$ cat config.mk
export PLATFORM = sky130hd
export DESIGN_NAME = mc_controller
export DESIGN_NICKNAME = d
export VERILOG_FILES = /design/src/rtl/mc_ctrl_pkg.sv /design/src/rtl/mc_condcheck.sv /design/src/rtl/mc_controller.sv
export SDC_FILE = /design/constraint.sdc
export NUM_CORES = 1
export LEC_CHECK = 0
export ABC_AREA = 0
export BUFFER_PORTS_ARGS = -buffer_cell sky130_fd_sc_hd__buf_2
export CORE_MARGIN = 4
export CORE_UTILIZATION = 39
export CTS_CLUSTER_DIAMETER = 50
export DETAILED_ROUTE_END_ITERATION = 6
export PLACE_DENSITY_LB_ADDON = 0.08
export SYNTH_ARGS = -nofsm -noshare
export SYNTH_HDL_FRONTEND = slang
export SYNTH_SLANG_ARGS = --single-unit
$ cat constraint.sdc
create_clock -name clk -period 2 [get_ports clk]
set_clock_uncertainty 0.2 [all_clocks]
set_input_delay 0.2 -clock clk [delete_from_list [all_inputs] [get_ports clk]]
set_output_delay 0.2 -clock clk [all_outputs]
set_load 0.02 [all_outputs]
$ cat src/rtl/mc_ctrl_pkg.sv
// Shared definitions for the multicycle controller: FSM states, datapath
// select encodings, condition codes and the data-processing command decode.
package mc_ctrl_pkg;

    localparam int unsigned INSTR_W = 20;
    localparam int unsigned FLAG_W  = 4;
    localparam int unsigned COND_W  = 4;
    localparam int unsigned FUNCT_W = 6;
    localparam int unsigned ALUC_W  = 3;
    localparam int unsigned SEL_W   = 2;

    typedef enum logic [3:0] {
        S_FETCH,
        S_DECODE,
        S_MEMADR,
        S_MEMRD,
        S_MEMWB,
        S_MEMWR,
        S_EXECR,
        S_EXECI,
        S_ALUWB,
        S_BRANCH
    } state_e;

    localparam logic [ALUC_W-1:0] ALU_ADD = 3'b000;
    localparam logic [ALUC_W-1:0] ALU_SUB = 3'b001;
    localparam logic [ALUC_W-1:0] ALU_AND = 3'b010;
    localparam logic [ALUC_W-1:0] ALU_ORR = 3'b011;
    localparam logic [ALUC_W-1:0] ALU_EOR = 3'b100;

    localparam logic [SEL_W-1:0] RES_ALUOUT = 2'b00;
    localparam logic [SEL_W-1:0] RES_DATA   = 2'b01;
    localparam logic [SEL_W-1:0] RES_ALU    = 2'b10;

    localparam logic [SEL_W-1:0] SRCB_WD   = 2'b00;
    localparam logic [SEL_W-1:0] SRCB_IMM  = 2'b01;
    localparam logic [SEL_W-1:0] SRCB_FOUR = 2'b10;

    localparam logic [SEL_W-1:0] OP_DP  = 2'b00;
    localparam logic [SEL_W-1:0] OP_MEM = 2'b01;
    localparam logic [SEL_W-1:0] OP_BR  = 2'b10;

    localparam logic [COND_W-1:0] CC_EQ = 4'b0000;
    localparam logic [COND_W-1:0] CC_NE = 4'b0001;
    localparam logic [COND_W-1:0] CC_CS = 4'b0010;
    localparam logic [COND_W-1:0] CC_CC = 4'b0011;
    localparam logic [COND_W-1:0] CC_MI = 4'b0100;
    localparam logic [COND_W-1:0] CC_PL = 4'b0101;
    localparam logic [COND_W-1:0] CC_VS = 4'b0110;
    localparam logic [COND_W-1:0] CC_VC = 4'b0111;
    localparam logic [COND_W-1:0] CC_HI = 4'b1000;
    localparam logic [COND_W-1:0] CC_LS = 4'b1001;
    localparam logic [COND_W-1:0] CC_GE = 4'b1010;
    localparam logic [COND_W-1:0] CC_LT = 4'b1011;
    localparam logic [COND_W-1:0] CC_GT = 4'b1100;
    localparam logic [COND_W-1:0] CC_LE = 4'b1101;
    localparam logic [COND_W-1:0] CC_AL = 4'b1110;
    localparam logic [COND_W-1:0] CC_NV = 4'b1111;

    typedef struct packed {
        logic [ALUC_W-1:0] alu;
        logic              wb;
        logic              cv;
    } dp_cmd_t;

    // Funct[4:1] to ALU operation; unlisted codes run as ADD and are discarded
    function automatic dp_cmd_t decode_cmd(input logic [3:0] cmd);
        dp_cmd_t d;
        d = '{alu: ALU_ADD, wb: 1'b0, cv: 1'b0};
        case (cmd)
            4'b0100: d = '{alu: ALU_ADD, wb: 1'b1, cv: 1'b1};
            4'b0010: d = '{alu: ALU_SUB, wb: 1'b1, cv: 1'b1};
            4'b0000: d = '{alu: ALU_AND, wb: 1'b1, cv: 1'b0};
            4'b1100: d = '{alu: ALU_ORR, wb: 1'b1, cv: 1'b0};
            4'b0001: d = '{alu: ALU_EOR, wb: 1'b1, cv: 1'b0};
            4'b1010: d = '{alu: ALU_SUB, wb: 1'b0, cv: 1'b1};
            default: d = '{alu: ALU_ADD, wb: 1'b0, cv: 1'b0};
        endcase
        return d;
    endfunction

endpackage

$ cat src/rtl/mc_condcheck.sv
// Combinational condition evaluation of an instruction's Cond field against
// the {N,Z,C,V} flag register.
module mc_condcheck
    import mc_ctrl_pkg::*;
(
    input  logic [COND_W-1:0] i_cond,
    input  logic [FLAG_W-1:0] i_flags,
    output logic              o_cond_ex
);

    logic w_n, w_z, w_c, w_v, w_ge;

    assign w_n  = i_flags[3];
    assign w_z  = i_flags[2];
    assign w_c  = i_flags[1];
    assign w_v  = i_flags[0];
    assign w_ge = (w_n == w_v);

    always_comb begin
        o_cond_ex = 1'b0;
        case (i_cond)
            CC_EQ: o_cond_ex = w_z;
            CC_NE: o_cond_ex = ~w_z;
            CC_CS: o_cond_ex = w_c;
            CC_CC: o_cond_ex = ~w_c;
            CC_MI: o_cond_ex = w_n;
            CC_PL: o_cond_ex = ~w_n;
            CC_VS: o_cond_ex = w_v;
            CC_VC: o_cond_ex = ~w_v;
            CC_HI: o_cond_ex = w_c & ~w_z;
            CC_LS: o_cond_ex = ~w_c | w_z;
            CC_GE: o_cond_ex = w_ge;
            CC_LT: o_cond_ex = ~w_ge;
            CC_GT: o_cond_ex = ~w_z & w_ge;
            CC_LE: o_cond_ex = w_z | ~w_ge;
            CC_AL: o_cond_ex = 1'b1;
            CC_NV: o_cond_ex = 1'b0;
            default: o_cond_ex = 1'b0;
        endcase
    end

endmodule

$ cat src/rtl/mc_controller.sv
// Multicycle sequencing controller: main FSM, NZCV flag register and all
// datapath enables/selects. Optional byte access via MC_CTRL_BYTE_EN.
module mc_controller
    import mc_ctrl_pkg::*;
(
    input  logic               clk,
    input  logic               reset,
    input  logic [INSTR_W-1:0] Instr,
    input  logic [FLAG_W-1:0]  ALUFlags,
    input  logic               MemReady,
    output logic               PCWrite,
    output logic               AdrSrc,
    output logic               MemWrite,
    output logic               MemRead,
    output logic               IRWrite,
    output logic [SEL_W-1:0]   ResultSrc,
    output logic               ALUSrcA,
    output logic [SEL_W-1:0]   ALUSrcB,
    output logic [ALUC_W-1:0]  ALUControl,
    output logic [SEL_W-1:0]   ImmSrc,
    output logic [SEL_W-1:0]   RegSrc,
    output logic               RegWrite,
    output logic               OnlyByte
);

    state_e              r_state;
    logic [FLAG_W-1:0]   r_flags;

    logic [COND_W-1:0]   w_cond;
    logic [SEL_W-1:0]    w_op;
    logic [FUNCT_W-1:0]  w_funct;
    logic                w_rd_pc;
    logic                w_cond_ex;
    dp_cmd_t             w_cmd;
    logic                w_unused;

    logic                w_pc_write;
    logic                w_adr_src;
    logic                w_mem_write;
    logic                w_mem_read;
    logic                w_ir_write;
    logic [SEL_W-1:0]    w_result_src;
    logic                w_alu_src_a;
    logic [SEL_W-1:0]    w_alu_src_b;
    logic [ALUC_W-1:0]   w_alu_control;
    logic                w_reg_write;
    logic                w_only_byte;

    // Instr carries IR[31:12]: Cond, Op, Funct, Rn, Rd
    assign w_cond   = Instr[19:16];
    assign w_op     = Instr[15:14];
    assign w_funct  = Instr[13:8];
    assign w_rd_pc  = (Instr[3:0] == 4'hF);
    assign w_cmd    = decode_cmd(w_funct[4:1]);
    assign w_unused = ^Instr[7:4];

    mc_condcheck u_condcheck (
        .i_cond    (w_cond),
        .i_flags   (r_flags),
        .o_cond_ex (w_cond_ex)
    );

    // Sequencer and flag register
    always_ff @(posedge clk or negedge reset) begin
        if (!reset) begin
            r_state <= S_FETCH;
            r_flags <= '0;
        end else begin
            case (r_state)
                S_FETCH:  if (MemReady) r_state <= S_DECODE;
                S_DECODE: begin
                    if (!w_cond_ex)                r_state <= S_FETCH;
                    else if (w_op == OP_DP)        r_state <= w_funct[5] ? S_EXECI : S_EXECR;
                    else if (w_op == OP_MEM)       r_state <= S_MEMADR;
                    else if (w_op == OP_BR)        r_state <= S_BRANCH;
                    else                           r_state <= S_FETCH;
                end
                S_EXECR, S_EXECI: begin
                    if (w_funct[0]) begin
                        r_flags[3:2] <= ALUFlags[3:2];
                        if (w_cmd.cv) r_flags[1:0] <= ALUFlags[1:0];
                    end
                    r_state <= w_cmd.wb ? S_ALUWB : S_FETCH;
                end
                S_MEMADR: r_state <= w_funct[0] ? S_MEMRD : S_MEMWR;
                S_MEMRD:  if (MemReady) r_state <= S_MEMWB;
                S_MEMWR:  if (MemReady) r_state <= S_FETCH;
                S_ALUWB, S_MEMWB, S_BRANCH: r_state <= S_FETCH;
                default:  r_state <= S_FETCH;
            endcase
        end
    end

    // Moore decode of the current state; only the fetch enables follow MemReady
    always_comb begin
        w_pc_write    = 1'b0;
        w_adr_src     = 1'b0;
        w_mem_write   = 1'b0;
        w_mem_read    = 1'b0;
        w_ir_write    = 1'b0;
        w_result_src  = RES_ALUOUT;
        w_alu_src_a   = 1'b0;
        w_alu_src_b   = SRCB_WD;
        w_alu_control = ALU_ADD;
        w_reg_write   = 1'b0;
        case (r_state)
            S_FETCH: begin
                w_mem_read   = 1'b1;
                w_alu_src_a  = 1'b1;
                w_alu_src_b  = SRCB_FOUR;
                w_result_src = RES_ALU;
                w_ir_write   = MemReady;
                w_pc_write   = MemReady;
            end
            S_DECODE: begin
                w_alu_src_a = 1'b1;
                w_alu_src_b = SRCB_FOUR;
            end
            S_EXECR: w_alu_control = w_cmd.alu;
            S_EXECI: begin
                w_alu_src_b   = SRCB_IMM;
                w_alu_control = w_cmd.alu;
            end
            S_ALUWB: begin
                w_reg_write = 1'b1;
                w_pc_write  = w_rd_pc;
            end
            S_MEMADR: w_alu_src_b = SRCB_IMM;
            S_MEMRD: begin
                w_adr_src  = 1'b1;
                w_mem_read = 1'b1;
            end
            S_MEMWB: begin
                w_result_src = RES_DATA;
                w_reg_write  = 1'b1;
                w_pc_write   = w_rd_pc;
            end
            S_MEMWR: begin
                w_adr_src   = 1'b1;
                w_mem_write = 1'b1;
            end
            S_BRANCH: begin
                w_alu_src_b  = SRCB_IMM;
                w_result_src = RES_ALU;
                w_pc_write   = 1'b1;
                w_reg_write  = w_funct[4];
            end
            default: ;
        endcase
    end

`ifdef MC_CTRL_BYTE_EN
    assign w_only_byte = ((r_state == S_MEMRD) || (r_state == S_MEMWR)) && w_funct[2];
`else
    assign w_only_byte = 1'b0;
`endif

    // Reset forces every output low at once, dropping any in-flight strobe
    assign PCWrite    = reset & w_pc_write;
    assign AdrSrc     = reset & w_adr_src;
    assign MemWrite   = reset & w_mem_write;
    assign MemRead    = reset & w_mem_read;
    assign IRWrite    = reset & w_ir_write;
    assign ResultSrc  = reset ? w_result_src  : '0;
    assign ALUSrcA    = reset & w_alu_src_a;
    assign ALUSrcB    = reset ? w_alu_src_b   : '0;
    assign ALUControl = reset ? w_alu_control : '0;
    assign ImmSrc     = reset ? w_op          : '0;
    assign RegSrc     = reset ? {w_op == OP_MEM, w_op == OP_BR} : '0;
    assign RegWrite   = reset & w_reg_write;
    assign OnlyByte   = reset & w_only_byte;

endmodule

==> metrics.txt, run 1 <==
status=finished clean; area leader, netlist=dfrtp_1; maximum root-to-sink buffer count=2; Fmax=523 MHz; die height=56.0 µm; share of the synthesized area in the top cell type=22.3%; Initial Util=40.9%; grt met1 use=20.7%; Cell Pwr Density=932 nW/µm²; crit path cell chain=and2b_1, and2_4, nand2_1, a2111oi_2, buf_4; Die Area=3130 µm²; clock power share=10.2%; Post-Synth Adder-Cell Area=0%; xor/xnor share of the synthesized area=6.83%; initial antenna violation count=0; Area Overhead vs Synth=40.3%; Skew-Pair Late Insertion Delay=0.25 ns; core region area=2190 µm²; RePlAce Congestion=0.808; vias in the first global route=933; Crit Path Class=register to output pin; Post-Syn Area=897 µm²; die span in x=56.0 µm; synthesized area per cell=7.80 µm²; Seq pwr share=22.9%; Synth Area in Compound Gates=25.8%; largest family of logic cells by synthesized area=simple AND/OR/NAND/NOR gates; Reg clk slew, reported paths=0.05 ns; routed vias/inst=5.22; leakage=0.000586 µW; Clock Sinks=8; library cells used by synthesis=41; Warnings, synthesis=0; nets@finish=193; global-route wire length before repair=3880 µm; pin count of the biggest net entering global routing=14; FILL cells=232; most frequent cells after synthesis=nand2_1 (11), nor2_1 (10), dfrtp_1 (8); Post-Place Cells=181; Crit. End Element=output pin; port buffer count=40; Yosys reg bits=8; detailed-route via count=1003; final WL=2280 µm; RSZ-0062 raised after global routing=no; max-cap violations=0; remaining global-route overflow=0; post-synthesis mux area share=8.51%; Sw Ratio=45.0%; WP data required=1.60 ns; CP max stage cell=dfrtp_1; Hold Violations, Final=0; DRC Markers=0; Root Driver=clkbuf_4; crit path buf inv count=1; # diodes=0; Post-Syn Nets=142; sequential cell area=201 µm²; Data arrival, critical path=1.51 ns; EDFF count, synth=0; GR peak layer=met2; met3 Track Usage GR=4.18%; CTS tree=yes; max-slew violation total from the final report=0; initial DRC count=24; TNS Setup=0 ns; Worst Hold Class=input port to register; CP Max Fanout=3; register area share after synthesis=22.3%; worst vdd ir=0.000478 V; NetSw=528 µW; Final Cycle Share=95.6%; fraction of registers with async set/reset=100%; endpoints failing setup=0; Multi-input gate area=663 µm²; post-DP HPWL=1740 µm; fin cells=192; crit-path leading delay family=simple AND/OR/NAND/NOR gates; CP max stage delay=0.38 ns; reg-to-reg slack, setup=0.13 ns; Num CTS Buffers=3; H-tree levels=1; First-pass DRT Iterations=4; Worst setup SP type=register; grt met2 use=23.2%; minimum clock period=1.91 ns; most used flip-flop cell after synthesis=dfrtp_1; total track usage=15.0%; DR WL/cell=11.9 µm; Internal=645 µW; ANT nets after route=0; Simple-Gate Fraction of Synth Area=30.0%; number of top-level pins=46; row count=17; fin util=57.5%; Gate Count Post-Synth=115; top-count cell post-synth=nand2_1; share of layout cells above drive strength 1=39.0%; Comb pwr share=66.9%; Synth area leaders=dfrtp_1 (22%), mux2_2 (6.3%), nand2_1 (4.6%), nor2_1 (4.2%), nor2b_1 (4.2%)
-- what timing repair did --
item	CTS	global route
endpoints found under the hold margin	14	0
hold buffers	7	0
setup endpoints to repair	0	11
setup buffers	0	1
resized for setup	0	6
-- stage by stage --
step	area [µm²]	total power, µW	worst slack [ns]	hold slack, ns
6_report	1260	1170	0.0884	0.130
5_1_grt	1260	1270	0.0114	0.159
4_1_cts	1230	1150	0.0143	0.130
2_1_floorplan	903	808	0.0790	-0.296
3_3_place_gp	1140	1000	0.102	-0.0991
3_5_place_dp	1140	1010	0.0840	-0.0984
-- layer usage --
layer | share of wire [%] | up-vias
met3 | 8.0 | 0
met2 | 46 | 39
met4 | 0 | 0
met5 | 0 | -
met1 | 46 | 455
li1 | - | 509
-- flip-flops by register name, summed over array words and instances, names as in the netlist --
signal and flops:
r_state 4, r_flags 4
-- power by group through the flow --
stage | combinational, µW | clock, µW | sequential, µW
after floorplan | 550 | 0 | 258
final | 784 | 120 | 268
after detailed placement | 750 | 0 | 264
after global routing | 871 | 129 | 273
after global placement | 742 | 0 | 261
after CTS | 763 | 121 | 262
-- area by class of cell --
| cell class | count | area share (%) |
|---|---|---|
| well taps | 28 | 2.78 |
| clock buffers | 3 | 1.79 |
| flip-flops and latches | 8 | 16.0 |
| repair buffers | 53 | 25.2 |
| inverters | 5 | 1.49 |
| multi-input cells | 95 | 52.7 |
-- path summary, 6_finish.rpt --
kind / start / endpoint / cells after the start
max: r_state[3] / ALUControl[1] / 5
min: Instr[8] / r_state[1] / 3
max reg2reg: r_flags[3] / r_state[1] / 5
min reg2reg: r_flags[2] / r_flags[2] / 1
max in group asynchronous: reset / r_state[2] / 2
min in group asynchronous: reset / r_state[0] / 2
-- kinds of logic after synthesis --
logic type	Yosys count
buffers and inverters	12
xor gates and xnor gates	7
other	1
and+or+nand+nor	51
AOI/OAI and AO/OA	29
muxes	7
DFF	8
-- cells in the final DEF, fill, tap and decap left out, types with 2 or more instances in the layout --
cell type	count
buf_2	39
nand2_1	11
nor2_1	10
o21ai_0	7
dlygate4sd3_1	7
buf_4	7
dfrtp_1	7
nor3_1	6
a21oi_1	6
inv_1	5
mux2_2	5
nor2b_1	4
nand2b_1	4
and2_1	3
xnor2_1	3
xor2_1	3
clkbuf_4	3
nor2b_2	2
nor3b_1	2
mux2i_1	2
o41ai_1	2
o22ai_1	2
-- worst register-to-register path, delay by kind of cell (launching register included) --
kind            cells  cell delay [ns]
compound gates      4             0.95
flops               1             0.41
xor+xnor            1             0.17
(Power assumes the default switching activity.)
==> run 2: changes to the inputs <==
Settings changed: CORE_UTILIZATION 39 to 45, MAX_ROUTING_LAYER from default to met4.
==> run 2 against run 1 <==
  * Cell count decreased by 1.0%
  * Non-clock buffer count increased by 1
  * Sequential cell count unchanged
  * Die area decreased by 11%
  * Utilization increased by 15 points
  * Total power increased by 3.6%
  * Global-route usage increased by 4.7 points
  * Fmax increased by 0.86%
  * Via count decreased by 0.90%
  * Register-to-register slack got worse by 0.03 ns
==> metrics.txt, run 2 (synthesis results as in run 1) <==
leakage=0.000598 µW (+2.1%); detailed-route via count=994 (-0.90%); Crit Path Class=register to register; worst vdd ir=0.000494 V (+3.3%); status=finished clean; minimum clock period=1.90 ns (-0.0164 ns); setup repair bufs after CTS=0 (unchanged); initial antenna violation count=0 (unchanged); Post-Place Cells=180 (-0.55%); WP data required=1.94 ns (+0.34 ns); First-pass DRT Iterations=4 (unchanged); Final Cycle Share=94.8% (-0.82 points); DR WL/cell=12.6 µm (+6.1%); remaining global-route overflow=0 (unchanged); CTS tree=yes; CP Max Fanout=3 (unchanged); Placed Area=1150 µm² (+0.99%); most common cell after layout, fill and taps aside=buf_2; FILL cells=157 (-32%); Cell Pwr Density=933 nW/µm² (+0.11%); final hold slack=0.0911 ns (-0.0389 ns); port buffer count=40 (unchanged); die span in x=52.7 µm (-5.9%); RePlAce Congestion=0.838 (+3.8%); routed vias/inst=5.23 (+0.15%); Internal=662 µW (+2.7%); H-tree levels=1 (unchanged); clock power share=10.1% (about the same); Num CTS Buffers=3 (unchanged); post-DP HPWL=1840 µm (+5.6%); Clock Sinks=8 (unchanged); vias in the first global route=968 (+3.8%); final WL=2400 µm (+4.9%); fin cells=190 (-1.0%); Crit. End Element=register; Sw Ratio=45.5% (+0.46 points); fin util=72.3% (+15 points); Root Driver=clkbuf_4; DRC Markers=0 (unchanged); Reg clk slew, reported paths=0.05 ns (about the same); Top Registers=r_flags (4), r_state (4); max-cap violations=0 (unchanged); Worst setup SP type=register; Worst Hold Class=input port to register; maximum root-to-sink buffer count=2 (unchanged); share of layout cells above drive strength 1=42.4% (+3.4 points); post-layout instance area=1300 µm² (+3.5%); pin count of the biggest net entering global routing=14 (unchanged); Comb pwr share=68.2% (+1.3 points); row count=15 (-2); Area Overhead vs Synth=45.2%; total track usage=19.6% (+4.7 points); max-slew violation total from the final report=0 (unchanged); # diodes=0 (unchanged); number of top-level pins=46 (unchanged); Die Area=2770 µm² (-11%); Seq pwr share=21.7% (-1.2 points); Data arrival, critical path=1.83 ns (+0.32 ns); initial DRC count=15 (-38%); nets@finish=194 (+0.52%); Hold Violations, Final=0 (unchanged); global-route wire length before repair=4000 µm (+3.0%); ANT nets after route=0 (unchanged); core region area=1800 µm² (-18%); most frequent cells in the layout=buf_2 (38), nand2_1 (10), nor2_1 (10); Initial Util=49.8% (+8.8 points); Fmax=528 MHz (+0.86%); NetSw=553 µW (+4.7%); Skew-Pair Late Insertion Delay=0.26 ns (about the same); die height=52.7 µm (-5.9%); endpoints failing setup=0 (unchanged)
run 2: cell count changes in the layout (fill, tap and decap cells not counted), sizes merged:
cell and change:
clkbuf +1
run 2: repair_timing:
item / in CTS / in global routing
hold buffers: 7 / 0
endpoints found under the setup margin: 0 / 16
resized for setup: 0 / 14
endpoints found under the hold margin: 14 / 0
run 2: area by class of cell:
class,instances,area [µm²],area share [%]
multi-input combinational,95,698,53.6
timing repair buffer,54,332,25.5
sequential,8,200,15.4
tap,25,31.3,2.40
clock buffer,3,22.5,1.73
inverter,5,18.8,1.44
run 2: power groups by stage:
stage          Sequential, µW  Clock, µW  Combinational, µW
4_1_cts                   257        127                789
3_5_place_dp              259          0                776
6_report                  263        123                828
2_1_floorplan             258          0                550
3_3_place_gp              257          0                761
5_1_grt                   272        134                912
run 2: metal layers:
layer / vias to the layer above / track usage (%) / wire, µm
met5: - / - / 0
met4: 0 / 7.66 / 42
met3: 5 / 3.42 / 147
met2: 36 / 31.6 / 1140
met1: 442 / 24.3 / 1070
li1: 511 / - / -
run 2: per-stage QoR:
step	setup WS [ns]	TNS [ns]	total power (µW)
finish	0.105	0	1210
global placement	0.109	0	1020
detailed placement	0.0663	0	1040
global route	-0.0120	-0.0222	1320
floorplan	0.0790	0	808
CTS	0.0166	0	1170
run 2: path summary, 6_finish.rpt:
| check | startpoint | to | slack [ns] | depth (start not counted) |
|---|---|---|---|---|
| hold reg to reg | r_flags[2] | r_flags[2] | 0.35 | 1 |
| max in group asynchronous | reset | r_flags[1] | 1.17 | 3 |
| setup reg to reg | r_state[3] | r_flags[1] | 0.10 | 5 |
| hold / removal | Instr[8] | r_state[1] | 0.09 | 3 |
| min in group asynchronous | reset | r_state[3] | 0.13 | 2 |
| setup / recovery | r_state[3] | r_flags[1] | 0.10 | 5 |
run 2: critical path, cell delays in order, from the launching register on:
cell	delay, ns
dfrtp_1	0.37
and2b_2	0.24
and2_4	0.16
nand2_1	0.11
nor3b_1	0.33
mux2_2	0.37
